### src/rtl/fft_writer_pkg.sv
// Shared types and constants for the FFT result write-back path.
// Optional scaling is enabled with the FFT_WRITER_SCALE_EN macro.
package fft_writer_pkg;

    typedef enum logic [1:0] {
        StIdle,
        StWrRe,
        StWrIm,
        StFinish
    } state_t;

    localparam int unsigned WORD_W         = 32;
    localparam int unsigned BYTES_PER_WORD = 4;

    function automatic int unsigned clog2(input int unsigned value);
        int unsigned r;
        r = 0;
        while ((64'd1 << r) < 64'(value)) begin
            r = r + 1;
        end
        return r;
    endfunction

endpackage

### src/rtl/fft_pack_word.sv
// Packs samples 2*idx and 2*idx+1 of a flat vector into one memory word.
// With FFT_WRITER_SCALE_EN defined, each sample is first scaled by 1/FFT_N with rounding.
module fft_pack_word
    import fft_writer_pkg::*;
#(
    parameter int unsigned FFT_N  = 8,
    parameter int unsigned DATA_W = 16,
    parameter int unsigned IDX_W  = 2
) (
    input  logic [FFT_N*DATA_W-1:0] vec,
    input  logic [IDX_W-1:0]        idx,
    output logic [WORD_W-1:0]       word
);

    logic [DATA_W-1:0] lo_raw;
    logic [DATA_W-1:0] hi_raw;
    logic [DATA_W-1:0] lo;
    logic [DATA_W-1:0] hi;

`ifdef FFT_WRITER_SCALE_EN
    localparam int unsigned S = clog2(FFT_N);
    localparam logic [DATA_W:0] ROUND = (DATA_W+1)'(1) << (S - 1);

    // One extra bit of headroom keeps the rounding add from wrapping.
    function automatic logic [DATA_W-1:0] scale(input logic [DATA_W-1:0] x);
        logic signed [DATA_W:0] ext;
        ext = $signed({x[DATA_W-1], x} + ROUND);
        ext = ext >>> S;
        return ext[DATA_W-1:0];
    endfunction
`endif

    always_comb begin
        lo_raw = vec[(2 * int'(idx)) * DATA_W +: DATA_W];
        hi_raw = vec[(2 * int'(idx) + 1) * DATA_W +: DATA_W];
`ifdef FFT_WRITER_SCALE_EN
        lo = scale(lo_raw);
        hi = scale(hi_raw);
`else
        lo = lo_raw;
        hi = hi_raw;
`endif
        word = WORD_W'({hi, lo});
    end

endmodule

### src/rtl/fft_result_writer.sv
// Drains the FFT core's real/imag outputs into data memory as packed words.
// Optional 1/FFT_N output scaling is selected by the FFT_WRITER_SCALE_EN macro.
module fft_result_writer
    import fft_writer_pkg::*;
#(
    parameter int unsigned FFT_N  = 8,
    parameter int unsigned DATA_W = 16,
    parameter int unsigned ADDR_W = 32
) (
    input  logic                    clk,
    input  logic                    reset,
    input  logic                    start,
    input  logic [ADDR_W-1:0]       re_base_addr,
    input  logic [ADDR_W-1:0]       im_base_addr,
    input  logic [FFT_N*DATA_W-1:0] fft_out_re_flat,
    input  logic [FFT_N*DATA_W-1:0] fft_out_im_flat,
    output logic                    mem_we,
    output logic [ADDR_W-1:0]       mem_addr,
    output logic [WORD_W-1:0]       mem_wdata,
    input  logic                    mem_ready,
    output logic                    busy,
    output logic                    done
);

    localparam int unsigned W  = FFT_N / 2;
    localparam int unsigned KW = (W > 1) ? clog2(W) : 1;
    localparam logic [ADDR_W-1:0] ALIGN_MASK = ~ADDR_W'(BYTES_PER_WORD - 1);

    state_t                  state_q;
    logic [KW-1:0]           k_q;
    logic [FFT_N*DATA_W-1:0] re_snap;
    logic [FFT_N*DATA_W-1:0] im_snap;
    logic [ADDR_W-1:0]       re_base_q;
    logic [ADDR_W-1:0]       im_base_q;
    logic                    last;
    logic [FFT_N*DATA_W-1:0] pack_vec;
    logic [KW-1:0]           pack_idx;
    logic [WORD_W-1:0]       pack_out;

    assign last = (k_q == KW'(W - 1));

    // The packer prepares the word for the *next* cycle so mem_wdata stays registered.
    always_comb begin
        pack_vec = re_snap;
        pack_idx = k_q + 1'b1;
        unique case (state_q)
            StIdle: begin
                pack_vec = fft_out_re_flat;
                pack_idx = '0;
            end
            StWrRe: begin
                if (last) begin
                    pack_vec = im_snap;
                    pack_idx = '0;
                end
            end
            StWrIm:   pack_vec = im_snap;
            default: ;
        endcase
    end

    fft_pack_word #(
        .FFT_N  (FFT_N),
        .DATA_W (DATA_W),
        .IDX_W  (KW)
    ) u_pack (
        .vec  (pack_vec),
        .idx  (pack_idx),
        .word (pack_out)
    );

    always_ff @(posedge clk) begin
        if (!reset) begin
            state_q   <= StIdle;
            k_q       <= '0;
            re_snap   <= '0;
            im_snap   <= '0;
            re_base_q <= '0;
            im_base_q <= '0;
            mem_we    <= 1'b0;
            mem_addr  <= '0;
            mem_wdata <= '0;
            busy      <= 1'b0;
            done      <= 1'b0;
        end else begin
            done <= 1'b0;
            unique case (state_q)
                StIdle: begin
                    if (start) begin
                        re_snap   <= fft_out_re_flat;
                        im_snap   <= fft_out_im_flat;
                        re_base_q <= re_base_addr & ALIGN_MASK;
                        im_base_q <= im_base_addr & ALIGN_MASK;
                        k_q       <= '0;
                        mem_we    <= 1'b1;
                        mem_addr  <= re_base_addr & ALIGN_MASK;
                        mem_wdata <= pack_out;
                        busy      <= 1'b1;
                        state_q   <= StWrRe;
                    end
                end
                StWrRe: begin
                    if (mem_ready) begin
                        mem_wdata <= pack_out;
                        if (last) begin
                            k_q      <= '0;
                            mem_addr <= im_base_q;
                            state_q  <= StWrIm;
                        end else begin
                            k_q      <= k_q + 1'b1;
                            mem_addr <= mem_addr + ADDR_W'(BYTES_PER_WORD);
                        end
                    end
                end
                StWrIm: begin
                    if (mem_ready) begin
                        if (last) begin
                            k_q     <= '0;
                            mem_we  <= 1'b0;
                            done    <= 1'b1;
                            state_q <= StFinish;
                        end else begin
                            k_q       <= k_q + 1'b1;
                            mem_addr  <= mem_addr + ADDR_W'(BYTES_PER_WORD);
                            mem_wdata <= pack_out;
                        end
                    end
                end
                StFinish: begin
                    busy    <= 1'b0;
                    state_q <= StIdle;
                end
                default: state_q <= StIdle;
            endcase
        end
    end

endmodule

### config.mk
export PLATFORM = sky130hd
export DESIGN_NAME = fft_result_writer
export DESIGN_NICKNAME = d
export VERILOG_FILES = /design/src/rtl/fft_writer_pkg.sv /design/src/rtl/fft_pack_word.sv /design/src/rtl/fft_result_writer.sv
export SDC_FILE = /design/constraint.sdc
export NUM_CORES = 1
export LEC_CHECK = 0
export ABC_AREA = 1
export CELL_PAD_IN_SITES_DETAIL_PLACEMENT = 1
export CELL_PAD_IN_SITES_GLOBAL_PLACEMENT = 2
export CORE_ASPECT_RATIO = 0.5
export CORE_MARGIN = 2
export CORE_UTILIZATION = 27
export DETAILED_ROUTE_END_ITERATION = 7
export GPL_TIMING_DRIVEN = 1
export PLACE_DENSITY_LB_ADDON = 0.08
export SLEW_MARGIN = 10
export SYNTH_ARGS = -nofsm -noshare
export SYNTH_HDL_FRONTEND = slang
export SYNTH_SLANG_ARGS = --single-unit
export TNS_END_PERCENT = 50
### constraint.sdc
create_clock -name clk -period 2.4 [get_ports clk]
set_clock_uncertainty 0.1 [all_clocks]
set_input_delay 0.6 -clock clk [delete_from_list [all_inputs] [get_ports clk]]
set_output_delay 0.6 -clock clk [all_outputs]
set_load 0.03 [all_outputs]
== Word level (Yosys, flattened, before mapping) ==
Cells that the tools add are included.
Word-level totals
  register bits after elaboration: 357
  input bits: 324
  output and inout bits: 67
Operators by class
  add/subtract/negate cells: 3
  equal/unequal tests: 11
  shifts and indexed selects: 2
  muxes and demuxes: 30
  reductions and logical operators: 13
Operator list (number)
  $pmux 128 s3: 1
  $mux 32: 9
  $pmux 32 s3: 2
  $mux 128: 1
  $shiftx 128x33->16: 1
  $shiftx 128x8->16: 1
  $add 32x3->32 const B: 1
  $mux 2: 8
  $ne 2x2->1 const B: 6
  $reduce_and 5->1: 2
  $pmux 2 s2: 2
  $pmux 2 s4: 1
  $eq 2x2->1 const B: 3
  $reduce_and 3->1: 2
  $reduce_bool 2->1: 3
  $add 3x1->4 const B: 1
  $mux 1: 4
  $pmux 1 s2: 2
  $reduce_and 2->1: 2
  $reduce_and 4->1: 1
  $reduce_bool 3->1: 1
  $add 2x1->2 const B: 1
  $eq 2x1->1 const B: 1
  $logic_not 2->1: 1
  2 further kinds: 2

== Longest topological paths before layout ==
Gate-level depths: netlist of the first run.
  depth after elaboration: 8
  mapped depth: 14
  depth with buffers taken out: 12

== Hierarchy ==
From an unflattened synthesis of the first run, not the netlist that was laid out.
Unflattened totals
  cells, all modules: 2732
  area total of the unflattened synthesis: 17857.1 um2
Modules (own cells, without submodules)
  fft_result_writer: times used 1, cells an instance 2358, area an instance 16294.4 um2, sequential area each 7106.8 um2
  fft_pack_word: times used 1, cells an instance 374, area an instance 1562.7 um2, sequential area each 0.0 um2

== Worst setup path before layout of the first run ==
Ideal clock, no wire load.
  kind: register -> register
  from: register state_q[0]
  to: register mem_wdata[4]
  library setup time: 0.132 ns
  arrival time: 1.774 ns
  path slack: 0.394 ns
  stages on the path, launching flop included: 14
  period minus slack after synthesis: 2.006 ns
  cells stage by stage: dfxtp_1 > inv_1 > ha_1 > buf_2 > nand2_2 > buf_2 > clkbuf_1 > nand4_1 > nand3_1 > nand2_1 > nand2_1 > nand3_1 > nand3_1 > a21oi_1
Between the ends
  word-level cells in the longest chain between the ends: 6
  elaborated cells on any way between the ends: 17
Ends and longest elaborated chain
  start, declared: line fft_result_writer.sv:29  | state_t state_q;
  start signal, assigned: line fft_result_writer.sv:74  | state_q <= StIdle;
  start signal, assigned: line fft_result_writer.sv:99  | state_q <= StWrRe;
  start signal, assigned: line fft_result_writer.sv:108  | state_q <= StWrIm;
  $eq 2x2->1, or another cell as far along: line fft_result_writer.sv:46, fft_result_writer.sv:87
  $pmux 128 s3 or $pmux 2 s2 (tied branches): line fft_result_writer.sv:46  | unique case (state_q)
  $shiftx 128x8->16: line fft_pack_word.sv:34  | lo_raw = vec[(2 * int'(idx)) * DATA_W +: DATA_W];
  $mux 32: line fft_result_writer.sv:117  | if (last) begin
  $mux 32: line fft_result_writer.sv:116  | if (mem_ready) begin
  $pmux 32 s3: line fft_result_writer.sv:87  | unique case (state_q)
  end signal, assigned: line fft_result_writer.sv:97  | mem_wdata <= pack_out;
  end signal, assigned: line fft_result_writer.sv:104  | mem_wdata <= pack_out;
  end signal, assigned: line fft_result_writer.sv:125  | mem_wdata <= pack_out;
  end, declared: line fft_result_writer.sv:19  | output logic [WORD_W-1:0] mem_wdata,
Parallel ways exist; a longest one is shown, timed or not. The select of a mux whose other input is x is not followed.
A chain may end at the register's enable or synchronous reset.

== Worst setup path after layout of the first run ==
  from: register mem_wdata[11]
  to: output mem_wdata[11]
No word-level cell between the ends.

==> results by stage, run 1 <==
Job:
- The max-cap check violation count is 0.

Run status:
- The run finished with clean final reports.

Setup path:
- STA classifies the critical path endpoint as a primary output.
- At the worst endpoint, the arrival time is 1650 ps.
- For the worst setup path, the data required time is 1700 ps.
- The startpoint-to-endpoint class of the critical path is reg -> out.
- Together, buffers and inverters on the worst path number 1.
- The largest delay contributor family on the critical path is buffers and inverters.
- The maximum fanout along the worst path is 2.
- The signal on the critical path passes through clkdlybuf4s50_1.
- The slowest stage cell on the critical path is clkdlybuf4s50_1.
- The worst setup path is launched from a flop.
- On the worst path, the slowest cell contributes a delay of around 750 ps.

Global route:
- The first global-routing pass estimated roughly 120 mm of wire.
- The via count of the first global-routing pass came to approximately 20000.
- Entering global routing, the biggest net connects 65 pins.
- The initial antenna violation count is 4.
- Across every metal layer, demand over resource in global routing totals 0.232.
- After global routing the overflow that remains totals 0.

Detailed routing:
- The DRC violation total after the first TritonRoute iteration is 1285.
- After detailed routing, no signal wire sits above met4.
- The total length of routed met2 wires is approximately 38 mm.
- The total routed wirelength is slightly above 80 mm.
- The met1 wire length is just under 40 mm.
- In the routed layout, each cell is associated on average with a via count of approximately 4.8.
- The routed length per instance is between 15 and 20 um.
- The number of DRC violations after detailed routing is 0.
- Across all layers, the routed design uses between 15000 and 20000 vias.
- Once detail routing completed, the nets flagged for antenna violations numbered 0.
- The length of routed met3 wiring is approximately 3.0 mm.
- The number of search-and-repair iterations in the first detailed-routing pass is 5.

STA:
- The relative slew slack is 0.478.
- Dividing the final minimum period by the clock period gives 0.980.
- Derived from the worst setup path, the maximum achievable clock frequency is around 430 MHz.
- The final setup violation count is 0.
- The max-slew violation count is 0.
- The number of endpoints with negative hold slack in the final report came to 0.
- The transition time at the pin with the least slew margin is 783 ps.
- The smallest clock period supported by the final layout is computed as 2350 ps.
- The slack of the critical path is ~48 ps.

Logic synthesis:
- The post-synthesis cell count is around 2800.
- After synthesis, the share of flip-flops with an asynchronous set or reset is 0.
- The count of cell types in the netlist is 36.
- Sorting the synthesized cells by area gives the leading types as dfxtp_1 39%, nand2_1 11%, o21ai_0 9.4%.
- The sequential area share after synthesis is 0.389.
- The flip-flop and latch count after synthesis is 355.
- The area share of the leading cell type in the synthesized netlist is 0.389.
- Yosys printed 0 warnings.
- The mapped netlist covers between 0.015 and 0.02 mm2.
- In this run the mean area of a mapped cell was approximately 6.4 um2.
- In the synthesized netlist the dominant register cell turns out to be dfxtp_1.
- The most area-hungry cell type in the Yosys netlist is dfxtp_1.
- The number of enable flip-flop cells after synthesis is 0.

Placement:
- At the end of routability-driven placement, the weighted congestion stood at approximately 0.86.
- Input and output buffers added on the ports amount to 384.
- The worst setup timing slack at the placement stage is -50.3 ps.
- Once detailed placement completed, the half-perimeter wirelength came to between 50 and 60 mm.
- Once placement completed, the tool counted placed cells totaling a little over 4000.

Power and ir drop:
- In this run the power spent charging and discharging nets is between 0.015 and 0.02 W.
- Power spread over the standard cell area amounts to approximately 1500 mW/mm2.
- Of the total power, the clock network draws 0.180.
- The worst vdd rail ir drop is roughly 0.00083 V.
- The combinational share of power is 0.589.
- Of the total power, registers draw 0.231.
- For this design the static power due to leakage is about 11 nW.
- The completed layout was analyzed and its total power is 0.0377 W.
- The internal power is between 0.015 and 0.02 W.
- Of the total power, the share spent switching nets is 0.476.

Floorplan:
- The initial utilization of the core area, before any placement, comes to 0.273.
- The standard-cell row count is 67.
- The count of boundary I/O pins is around 390.
- The horizontal die dimension is 372 um.
- The total area inside the core boundary comes to between 0.06 and 0.07 mm2.
- The die area is approximately 0.07 mm2.
- The height of the die is 188 um.

Clock network:
- The clock buffer count from CTS is 39.
- At the later pin of the worst-skew pair, clock insertion delay measures about 570 ps.
- The clock tree synthesis step divided the H-tree into 2 levels.
- The clock tree from TritonCTS is done.
- After clock tree synthesis, the clock-pin slew on the worst setup and hold paths is ~70 ps.
- The tree is rooted in a clkbuf_16.
- The number of sinks on the clock net is approximately 360.
- The buffer levels on the longest clock path is 3.
- For this design, the CTS-stage hold fixing added 0 buffers.

Min path:
- The worst hold path belongs to the class reg -> reg.

Layout:
- The net count of the finished layout is 3516.
- The fill cell instance count of the final layout is roughly 8300.
- Excluding fillers, the count of instances in the completed layout stands at around 4100.
- The share of the core filled with cells is 0.380.
- Of the cells placed in the final design, the portion with a size suffix greater than 1 is 0.0684.
- Compared with the post-synthesis result, the final layout area differs by 39.3%.
## cell usage after synthesis, types with 2 or more instances
| master | number |
|---|---|
| o21ai_0 | 344 |
| o22ai_1 | 3 |
| a31oi_1 | 2 |
| nor2_1 | 229 |
| o221ai_1 | 3 |
| xor2_1 | 6 |
| o211ai_1 | 40 |
| inv_2 | 5 |
| o21ai_1 | 52 |
| nand2_1 | 541 |
| nand2_2 | 2 |
| o21bai_1 | 6 |
| buf_1 | 11 |
| nand3_1 | 197 |
| inv_1 | 393 |
| nor3_1 | 4 |
| a21o_1 | 2 |
| a21oi_1 | 324 |
| ha_1 | 6 |
| dfxtp_1 | 355 |
| buf_2 | 32 |
| clkbuf_1 | 174 |
| nand4_1 | 97 |
| buf_4 | 6 |
## placed cells by master, fill, tap and decap left out, drive strengths merged, types with 6 or more instances in the layout
cell type	synthesis	routed
nand2	543	543
inv	398	398
o21ai	397	397
dfxtp	355	355
clkdlybuf4s50	0	346
a21oi	324	324
nor2	229	229
nand3	198	198
buf	49	135
nand4	97	97
clkbuf	174	59
o211ai	40	40
dlygate4sd2	0	33
bufinv	0	7
clkinv	1	7
o21bai	6	6
xor2	6	6
ha	6	6
## per-stage QoR
| stage | setup TNS, ps | hold slack (ps) | instance area (um2) |
|---|---|---|---|
| final | 0 | 349 | 25400 |
| after global routing | -3.85 | 368 | 25400 |
| after CTS | 0 | 353 | 25400 |
| after detailed placement | -88.1 | 344 | 24000 |
| after global placement | -17.3 | 338 | 24000 |
| after floorplan | 0 | 325 | 18300 |
## path summary, 6_finish.rpt
check	from	endpoint	slack, ps	cells after the start
worst min register to register	im_base_q[5]	im_base_q[5]	350	2
worst max register to register	state_q[0]	mem_wdata[30]	120	13
worst max-delay path	mem_wdata[11]	mem_wdata[11]	50	1
worst min-delay path	im_base_q[5]	im_base_q[5]	350	2
## sequential cells by signal (all words and copies together) (netlist names)
signal / cells
im_base_q: 30
busy: 1
k_q: 2
mem_wdata: 32
done: 1
re_snap: 128
state_q: 2
mem_addr: 30
mem_we: 1
im_snap: 128
## timing repair
action | in CTS | in global routing
setup endpoints to repair | 55 | 37
resized for setup | 35 | 17
gates cloned | 1 | 0
setup buffers | 1 | 0
## kinds of logic after synthesis
group	synth area share
AND/OR/NAND/NOR	0.250
flip-flops	0.389
XOR/XNOR	0.00336
other	0.000205
buffers and inverters	0.131
adder cells (fa/ha/maj)	0.00411
AO/OA/AOI/OAI	0.222
## power by group through the flow
stage          logic [W]  clock network (W)  registers [W]
3_5_place_dp      0.0222                  0        0.00884
2_1_floorplan     0.0121                  0        0.00952
5_1_grt           0.0247            0.00727        0.00888
3_3_place_gp      0.0219                  0        0.00879
6_report          0.0222            0.00680        0.00869
4_1_cts           0.0224            0.00701        0.00870
## metal layers
| layer | vias up | track usage |
|---|---|---|
| li1 | 9922 | - |
| met1 | 9632 | 0.320 |
| met2 | 315 | 0.384 |
| met3 | 64 | 0.0313 |
| met4 | 0 | 0.0465 |
| met5 | - | 0 |
## area by class of cell
cell class                      instances  area, um2  area share
Multi-Input combinational cell       1870       8840       0.347
Antenna cell                            2       5.00    0.000197
Tap cell                              897       1120      0.0441
Sequential cell                       355       7110       0.280
Inverter                              399       1500      0.0590
Timing Repair Buffer                  521       5480       0.215
Clock buffer                           57       1120      0.0442
Clock inverter                         13        255      0.0100
Power figures use the tool's default switching activity.
==> run 2, diff against run 1 <==
ABC_CLOCK_PERIOD_IN_PS = 2400   (was not set)
CELL_PAD_IN_SITES_DETAIL_PLACEMENT = 2   (was 1)
==> results by stage, run 2 (same netlist as run 1, synthesis figures left out) <==
Run status:
- Run status: complete, no violations (unchanged).

Floorplan:
- The horizontal die dimension is 372 um (unchanged).
- The count of boundary I/O pins is 391 (unchanged).
- The standard-cell row count is 67 (unchanged).
- The height of the die is 188 um (unchanged).
- The die area came to 0.0698 mm2 (unchanged).
- The initial core utilization is 0.273 (unchanged).
- The core region area is 0.0669 mm2 (unchanged).

Layout:
- The total area of multi-input combinational cells is 0.00887 mm2 (was 0.00884 mm2).
- Most used cells in the layout excluding fill and tap cells: 537 x nand2_1, 391 x inv_1, 353 x dfxtp_1 (was 539 x nand2_1, 391 x inv_1, 353 x dfxtp_1).
- Largest registers: im_snap: 128 flops, re_snap: 128 flops, mem_wdata: 32 flops (unchanged).
- The share of the core filled with cells came to 0.381 (was 0.380).
- The fill cell instance count of the final layout is 7855 (was 8321).
- The layout net count is 3517 (was 3516).
- The most common library cell in the layout ignoring fill and taps is nand2_1 (unchanged).
- The relative area change from synthesis to final layout is 39.7% (was 39.3%).
- The share of post-route cells with drive strength above 1 is 0.0737 (was 0.0684).
- The area used by sequential logic in the layout is 0.00711 mm2 (unchanged).

Clock network:
- The later-pin clock latency in the skew report came to 560 ps (was 570 ps).
- The number of hold-repair buffers added at the cts stage is 0 (unchanged).
- The number of sinks on the clock net is 355 (unchanged).
- The clock buffer count from CTS is 39 (unchanged).
- The clock-pin transition on the worst setup and hold timing paths was 70 ps (about the same).
- The level count of the clock H-tree is 2 (unchanged).
- The buffer levels on the longest clock path is 3 (unchanged).
- The clock tree from TritonCTS was done (unchanged).
- The library cell used as clock root buffer is clkbuf_16 (unchanged).

Global route:
- The largest net degree at the start of global routing came to 65 (unchanged).
- The remaining global-route overflow is 0 (unchanged).
- The initial antenna violation count is 9 (was 4).
- The global-route wire length before repair was 132 mm (was 123 mm).
- The via count of the first global-routing pass is 21600 (was 19600).
- The overall fraction of global-route tracks in use came to 0.246 (was 0.232).

Detailed routing:
- The DRC violation total after the first TritonRoute iteration is 970 (was 1285).
- The routed length per instance is 21.2 um (was 20.0 um).
- The number of search-and-repair iterations in the first detailed-routing pass is 5 (unchanged).
- The number of vias per cell is 4.99 (was 4.85).
- The post-route antenna net violation count is 0 (unchanged).
- The number of DRC violations after detailed routing was 0 (unchanged).
- The total routed wirelength is 87.3 mm (was 82.2 mm).
- The count of vias placed by the detailed router is 20500 (was 19900).

STA:
- The relative slew slack is 0.626 (was 0.478).
- The slack of the critical path is 48.4 ps (was 47.8 ps).
- The number of endpoints with negative hold slack in the final report was 0 (unchanged).
- The total negative setup slack is 0 ps (unchanged).
- The transition time at the pin with the least slew margin came to 562 ps (was 783 ps).
- The time the final worst path needs with I/O delays and setup is 2350 ps (about the same).
- The portion of the clock cycle consumed by the worst path in the final layout is 0.980 (about the same).
- The max-slew violation count is 0 (unchanged).
- The final setup violation count is 0 (unchanged).
- Setup repair after global routing could not meet its margin everywhere.
- The highest achievable clock rate is 425 MHz (about the same).

Power and ir drop:
- The leakage power total is 10.9 nW (about the same).
- The fraction of power spent switching nets was 0.483 (was 0.476).
- The sequential group share of total power is 0.229 (was 0.231).
- The power density relative to cell area was 1500 mW/mm2 (was 1480 mW/mm2).
- The worst vdd rail ir drop is 0.000764 V (was 0.000831 V).
- The internal power came to 0.0198 W (about the same).
- The net switching power is 0.0185 W (was 0.0179 W).
- The part of the total power dissipated in the clock network came to 0.174 (was 0.180).
- The combinational share of power came to 0.597 (was 0.589).

Placement:
- The worst setup timing slack at the placement stage is -101 ps (was -50.3 ps).
- The weighted congestion at the end of routability-driven global placement is 0.863 (unchanged).
- The HPWL after detailed placement is 63.5 mm (was 59.8 mm).
- The number of buffer cells added on primary ports is 384 (unchanged).

Min path:
- The worst min-delay path class is reg -> reg (unchanged).
- The start point of the worst min-delay path is im_base_q[18] (was im_base_q[5]).

Setup path:
- The longest individual stage delay on the worst path is 720 ps (was 750 ps).
- The launching element type of the critical path is a flop (unchanged).
- The largest delay contributor family on the critical path is buffers and inverters (unchanged).
- The slack of the worst reg-to-reg path is 80 ps (was 120 ps).
- The count of buffer and inverter cells on the critical path came to 1 (unchanged).
- Cell-by-cell listing of the critical path: clkdlybuf4s50_1 (unchanged).
- The startpoint-to-endpoint class of the critical path is reg -> out (unchanged).
- The maximum fanout along the worst path is 2 (unchanged).
- The beginning of the worst register-to-register path is state_q[0] (unchanged).
- The data required time at the worst endpoint came to 1700 ps (about the same).
- The type of destination of the critical path was a primary output (unchanged).
- The origin of the worst setup path is mem_wdata[16] (was mem_wdata[11]).
- The slowest stage cell on the critical path is clkdlybuf4s50_1 (unchanged).
- The data arrival time at the worst-slack endpoint is 1650 ps (about the same).

Job:
- The max-cap check violation count came to 0 (unchanged).
## run 2: cell type report
type                            instances  area share
Antenna cell                            6    0.000589
Clock buffer                           59      0.0488
Clock inverter                         11     0.00520
Inverter                              399      0.0589
Multi-Input combinational cell       1870       0.348
Sequential cell                       355       0.279
Tap cell                              897      0.0440
Timing Repair Buffer                  522       0.216
## run 2: power groups by stage
| stage | clock [W] | sequential, W | combinational [W] |
|---|---|---|---|
| CTS | 0.00687 | 0.00876 | 0.0229 |
| global placement | 0 | 0.00879 | 0.0219 |
| global route | 0.00713 | 0.00893 | 0.0254 |
| detailed placement | 0 | 0.00888 | 0.0225 |
| floorplan | 0 | 0.00952 | 0.0121 |
| finish | 0.00666 | 0.00874 | 0.0228 |
## run 2: final timing paths
| kind | to | cells past startpoint |
|---|---|---|
| hold reg to reg | im_base_q[18] | 2 |
| hold / removal | im_base_q[18] | 2 |
| setup reg to reg | mem_wdata[30] | 12 |
| setup / recovery | mem_wdata[16] | 1 |
## run 2: metal layers
metal / up-vias / track usage / share of wire / wire length, um
met2: 306 / 0.417 / 0.48 / 41500
met5: - / 0 / 0.00024 / 21
met1: 10200 / 0.322 / 0.46 / 40300
met4: 4 / 0.0709 / 0.026 / 2280
met3: 100 / 0.0406 / 0.036 / 3180
li1: 9925 / - / - / -
## run 2: worst register-to-register path: cells and delay by family, from the launching register on
family | cells | cell delay [ps]
buffers and inverters | 4 | 630
and+or+nand+nor | 5 | 610
DFF | 1 | 350
AOI/OAI and AO/OA | 2 | 330
adders and majority gates | 1 | 200
## run 2: through the flow
stage / hold WS [ps] / area [um2] / power [W] / std cells
6_report: 353 / 25500 / 0.0382 / 4119
5_1_grt: 374 / 25500 / 0.0414 / 4118
4_1_cts: 355 / 25400 / 0.0385 / 4113
3_5_place_dp: 346 / 24000 / 0.0314 / 4040
3_3_place_gp: 338 / 24000 / 0.0307 / 4040
2_1_floorplan: 325 / 18300 / 0.0216 / 2847
## run 2: what timing repair did
item | 4_1_cts | 5_1_grt
gates resized for setup | 36 | 21
setup endpoints to repair | 62 | 39
setup buffers | 2 | 0
gates cloned | 1 | 0
==> run 3, diff against run 2 <==
SYNTH_HIERARCHICAL = 1   (was not set)
==> results by stage, run 3 <==
Run status:
- Run status: complete, no violations (unchanged).

Global route:
- The largest net degree at the start of global routing came to 66 (was 65).
- The global-route wire length before repair is 124 mm (was 132 mm).
- The overall fraction of global-route tracks in use came to 0.233 (was 0.246).
- The remaining global-route overflow was 0 (unchanged).
- The initial antenna violation count is 4 (was 9).
- The via count of the first global-routing pass was 20800 (was 21600).

Setup path:
- The data required time at the worst endpoint was 2760 ps (was 1700 ps).
- The startpoint-to-endpoint class of the critical path is reg -> reg (was reg -> out).
- The maximum fanout along the worst path came to 19 (was 2).
- The type of destination of the critical path is a flop (was primary output).
- The data arrival time at the worst-slack endpoint is 2720 ps (was 1650 ps).
- The depth of the worst register-to-register path is 13 (was 12).
- The slack of the worst reg-to-reg path is 40 ps (was 80 ps).
- The beginning of the worst register-to-register path is state_q[1] (was state_q[0]).
- The launching element type of the critical path is a flop (unchanged).
- The capturing point of the worst reg2reg path is mem_wdata[29] (was mem_wdata[30]).

Detailed routing:
- The number of search-and-repair iterations in the first detailed-routing pass was 4 (was 5).
- The number of vias per cell was 4.97 (was 4.99).
- The post-route antenna net violation count is 0 (unchanged).
- The routed length per instance is 21.0 um (was 21.2 um).
- The count of vias placed by the detailed router is 19800 (was 20500).
- The total routed wirelength was 83.8 mm (was 87.3 mm).
- The number of DRC violations after detailed routing is 0 (unchanged).
- The DRC violation total after the first TritonRoute iteration was 899 (was 970).

STA:
- Unrepaired setup endpoints after global routing: true (unchanged).
- The highest achievable clock rate came to 423 MHz (was 425 MHz).
- The time the final worst path needs with I/O delays and setup is 2360 ps (was 2350 ps).
- The final setup violation count is 0 (unchanged).
- The transition time at the pin with the least slew margin is 597 ps (was 562 ps).
- The worst hold margin is 349 ps (was 353 ps).
- The relative slew slack is 0.602 (was 0.626).
- The max-slew violation count is 0 (unchanged).
- The total negative setup slack came to 0 ps (unchanged).
- The portion of the clock cycle consumed by the worst path in the final layout is 0.984 (was 0.980).
- The number of endpoints with negative hold slack in the final report is 0 (unchanged).

Logic synthesis:
- The most area-hungry cell type in the Yosys netlist was dfxtp_1 (unchanged).
- The area share of the leading cell type in the synthesized netlist is 0.398 (was 0.389).
- Top cells by instance count after synthesis: 702 x nor2_1, 607 x o21ai_0, 355 x dfxtp_1, 310 x nand2_1, 190 x inv_1 (was 541 x nand2_1, 393 x inv_1, 355 x dfxtp_1, 344 x o21ai_0, 324 x a21oi_1).
- The most used standard cell by instance count after synthesis is nor2_1 (was nand2_1).
- The sequential area share after synthesis is 0.398 (was 0.389).
- The flip-flop and latch count after synthesis is 355 (unchanged).
- The number of warnings reported in the yosys synthesis log is 6 (was 0).
- The number of enable flip-flop cells after synthesis is 0 (unchanged).
- The count of cell types in the netlist is 41 (was 36).
- Leading cell types by total area after synthesis: dfxtp_1 40%, o21ai_0 17%, nor2_1 15% (was dfxtp_1 39%, nand2_1 11%, o21ai_0 9.4%).
- The flip-flop cell with the highest count after synthesis is dfxtp_1 (unchanged).
- The post-synthesis cell count is 2732 (was 2846).
- The share of flip-flops with an asynchronous set or reset is 0 (unchanged).
- The synthesized area is 0.0179 mm2 (was 0.0183 mm2).
- The mean cell area of the mapped netlist is 6.54 um2 (was 6.41 um2).

Layout:
- The count of non-filler cells in the finished layout is 3993 (was 4119).
- The share of post-route cells with drive strength above 1 is 0.0976 (was 0.0737).
- The relative area change from synthesis to final layout is 40.5% (was 39.7%).
- The layout net count was 3408 (was 3517).
- The fill cell instance count of the final layout is 7624 (was 7855).
- The most common library cell in the layout ignoring fill and taps is nor2_1 (was nand2_1).
- Largest registers: im_snap: 128 flops, re_snap: 128 flops, mem_wdata: 32 flops (unchanged).
- Most used cells in the layout excluding fill and tap cells: 701 x nor2_1, 541 x o21ai_0, 354 x dfxtp_1 (was 537 x nand2_1, 391 x inv_1, 353 x dfxtp_1).
- The total non-filler cell area in the finished layout is 0.0251 mm2 (was 0.0255 mm2).

Floorplan:
- The horizontal die dimension came to 368 um (was 372 um).
- The height of the die was 186 um (was 188 um).
- The count of boundary I/O pins is 391 (unchanged).
- The die area is 0.0683 mm2 (was 0.0698 mm2).
- The standard-cell row count is 66 (was 67).
- The core region area is 0.0652 mm2 (was 0.0669 mm2).
- The initial core utilization is 0.274 (was 0.273).

Clock network:
- The library cell used as clock root buffer is clkbuf_16 (unchanged).
- The number of hold-repair buffers added at the cts stage came to 0 (unchanged).
- The later-pin clock latency in the skew report came to 560 ps (about the same).
- The buffer levels on the longest clock path is 3 (unchanged).
- The clock-pin transition on the worst setup and hold timing paths is 60 ps (was 70 ps).
- The number of sinks on the clock net was 355 (unchanged).
- The clock buffer count from CTS is 39 (unchanged).
- The level count of the clock H-tree is 2 (unchanged).
- The clock tree from TritonCTS is done (unchanged).

Power and ir drop:
- The combinational share of power is 0.527 (was 0.597).
- The leakage power total is 10.1 nW (was 10.9 nW).
- The total power came to 0.0319 W (was 0.0382 W).
- The internal power came to 0.0173 W (was 0.0198 W).
- The power density relative to cell area was 1270 mW/mm2 (was 1500 mW/mm2).
- The worst vdd rail ir drop is 0.000888 V (was 0.000764 V).
- The sequential group share of total power is 0.275 (was 0.229).
- The fraction of power spent switching nets is 0.457 (was 0.483).
- The part of the total power dissipated in the clock network is 0.198 (was 0.174).
- The net switching power is 0.0146 W (was 0.0185 W).

Job:
- The max-cap check violation count is 0 (unchanged).

Min path:
- The worst min-delay path class is reg -> reg (unchanged).
- The hold path endpoint is im_base_q[18] (unchanged).
- The instance count along the most critical hold path is 2 (unchanged).
- The start point of the worst min-delay path is im_base_q[18] (unchanged).

Placement:
- The number of placed cells counting well taps is 3911 (was 4040).
- The weighted congestion at the end of routability-driven global placement was 0.809 (was 0.863).
- The total placed instance area is 0.0233 mm2 (was 0.0240 mm2).
- The HPWL after detailed placement is 60.4 mm (was 63.5 mm).
- The number of buffer cells added on primary ports is 384 (unchanged).
[run 3: final cells by class]
type / instances / area (um2) / area share
antenna: 3 / 7.51 / 0.000299
clock buffer: 54 / 1120 / 0.0447
clock inverter: 15 / 156 / 0.00623
inverter: 196 / 744 / 0.0297
multi-input combinational: 1964 / 9380 / 0.374
sequential: 355 / 7110 / 0.283
tap: 884 / 1110 / 0.0441
timing repair buffer: 522 / 5470 / 0.218
[run 3: worst max-delay path by stage]
stage / start / end
2_1_floorplan: state_q[0] / mem_wdata[24]
3_3_place_gp: state_q[1] / mem_wdata[18]
3_5_place_dp: state_q[1] / mem_wdata[6]
4_1_cts: mem_addr[18] / mem_addr[18]
5_1_grt: state_q[1] / mem_wdata[29]
6_report: state_q[1] / mem_wdata[29]
[run 3: per-stage QoR]
step                setup WS [ps]  utilization
floorplan                    42.8            -
global placement            -57.9        0.358
detailed placement           -119        0.358
CTS                        0.0555        0.378
global route                -58.4        0.385
finish                       37.7        0.385
[run 3: power groups by stage]
stage	logic [W]	clock network (W)	registers, W
2_1_floorplan	0.00834	0	0.00923
3_3_place_gp	0.0153	0	0.00879
3_5_place_dp	0.0157	0	0.00888
4_1_cts	0.0159	0.00650	0.00876
5_1_grt	0.0185	0.00675	0.00901
6_report	0.0168	0.00632	0.00878
[run 3: cells by family (layout without fill, tap and decap cells)]
group	after synthesis	after routing	synth area share
AOI/OAI and AO/OA	813	813	0.248
xor gates and xnor gates	1	1	0.000491
adders and majority gates	6	6	0.00420
buffers and inverters	414	787	0.0965
DFF	355	355	0.398
other	1	5	0.000210
and+or+nand+nor	1142	1142	0.252
[run 3: timing repair]
item,in CTS,in global routing
buffers inserted,1,4
cloned,1,4
pin swaps,1,2
resized for setup,42,152
endpoints found under the setup margin,62,47
[run 3: worst max-delay path: stages (launching register included)]
cell       delay [ps]
dfxtp_1           320
buf_4             150
ha_1              210
inv_2             110
nand2_8           120
clkbuf_16         230
a22oi_1           150
o21ai_0            90
inv_1             110
nand2_1            70
nand3_1           260
nand2_1            80
o21ai_0           170
nor2_1             60
[run 3: layer usage]
layer,track usage,wire (um),up-vias,share of wire
li1,-,-,9632,-
met1,0.302,38700,9839,0.46
met2,0.409,40500,279,0.48
met3,0.0342,2910,93,0.035
met4,0.0578,1720,2,0.021
met5,0,9,-,0.00011
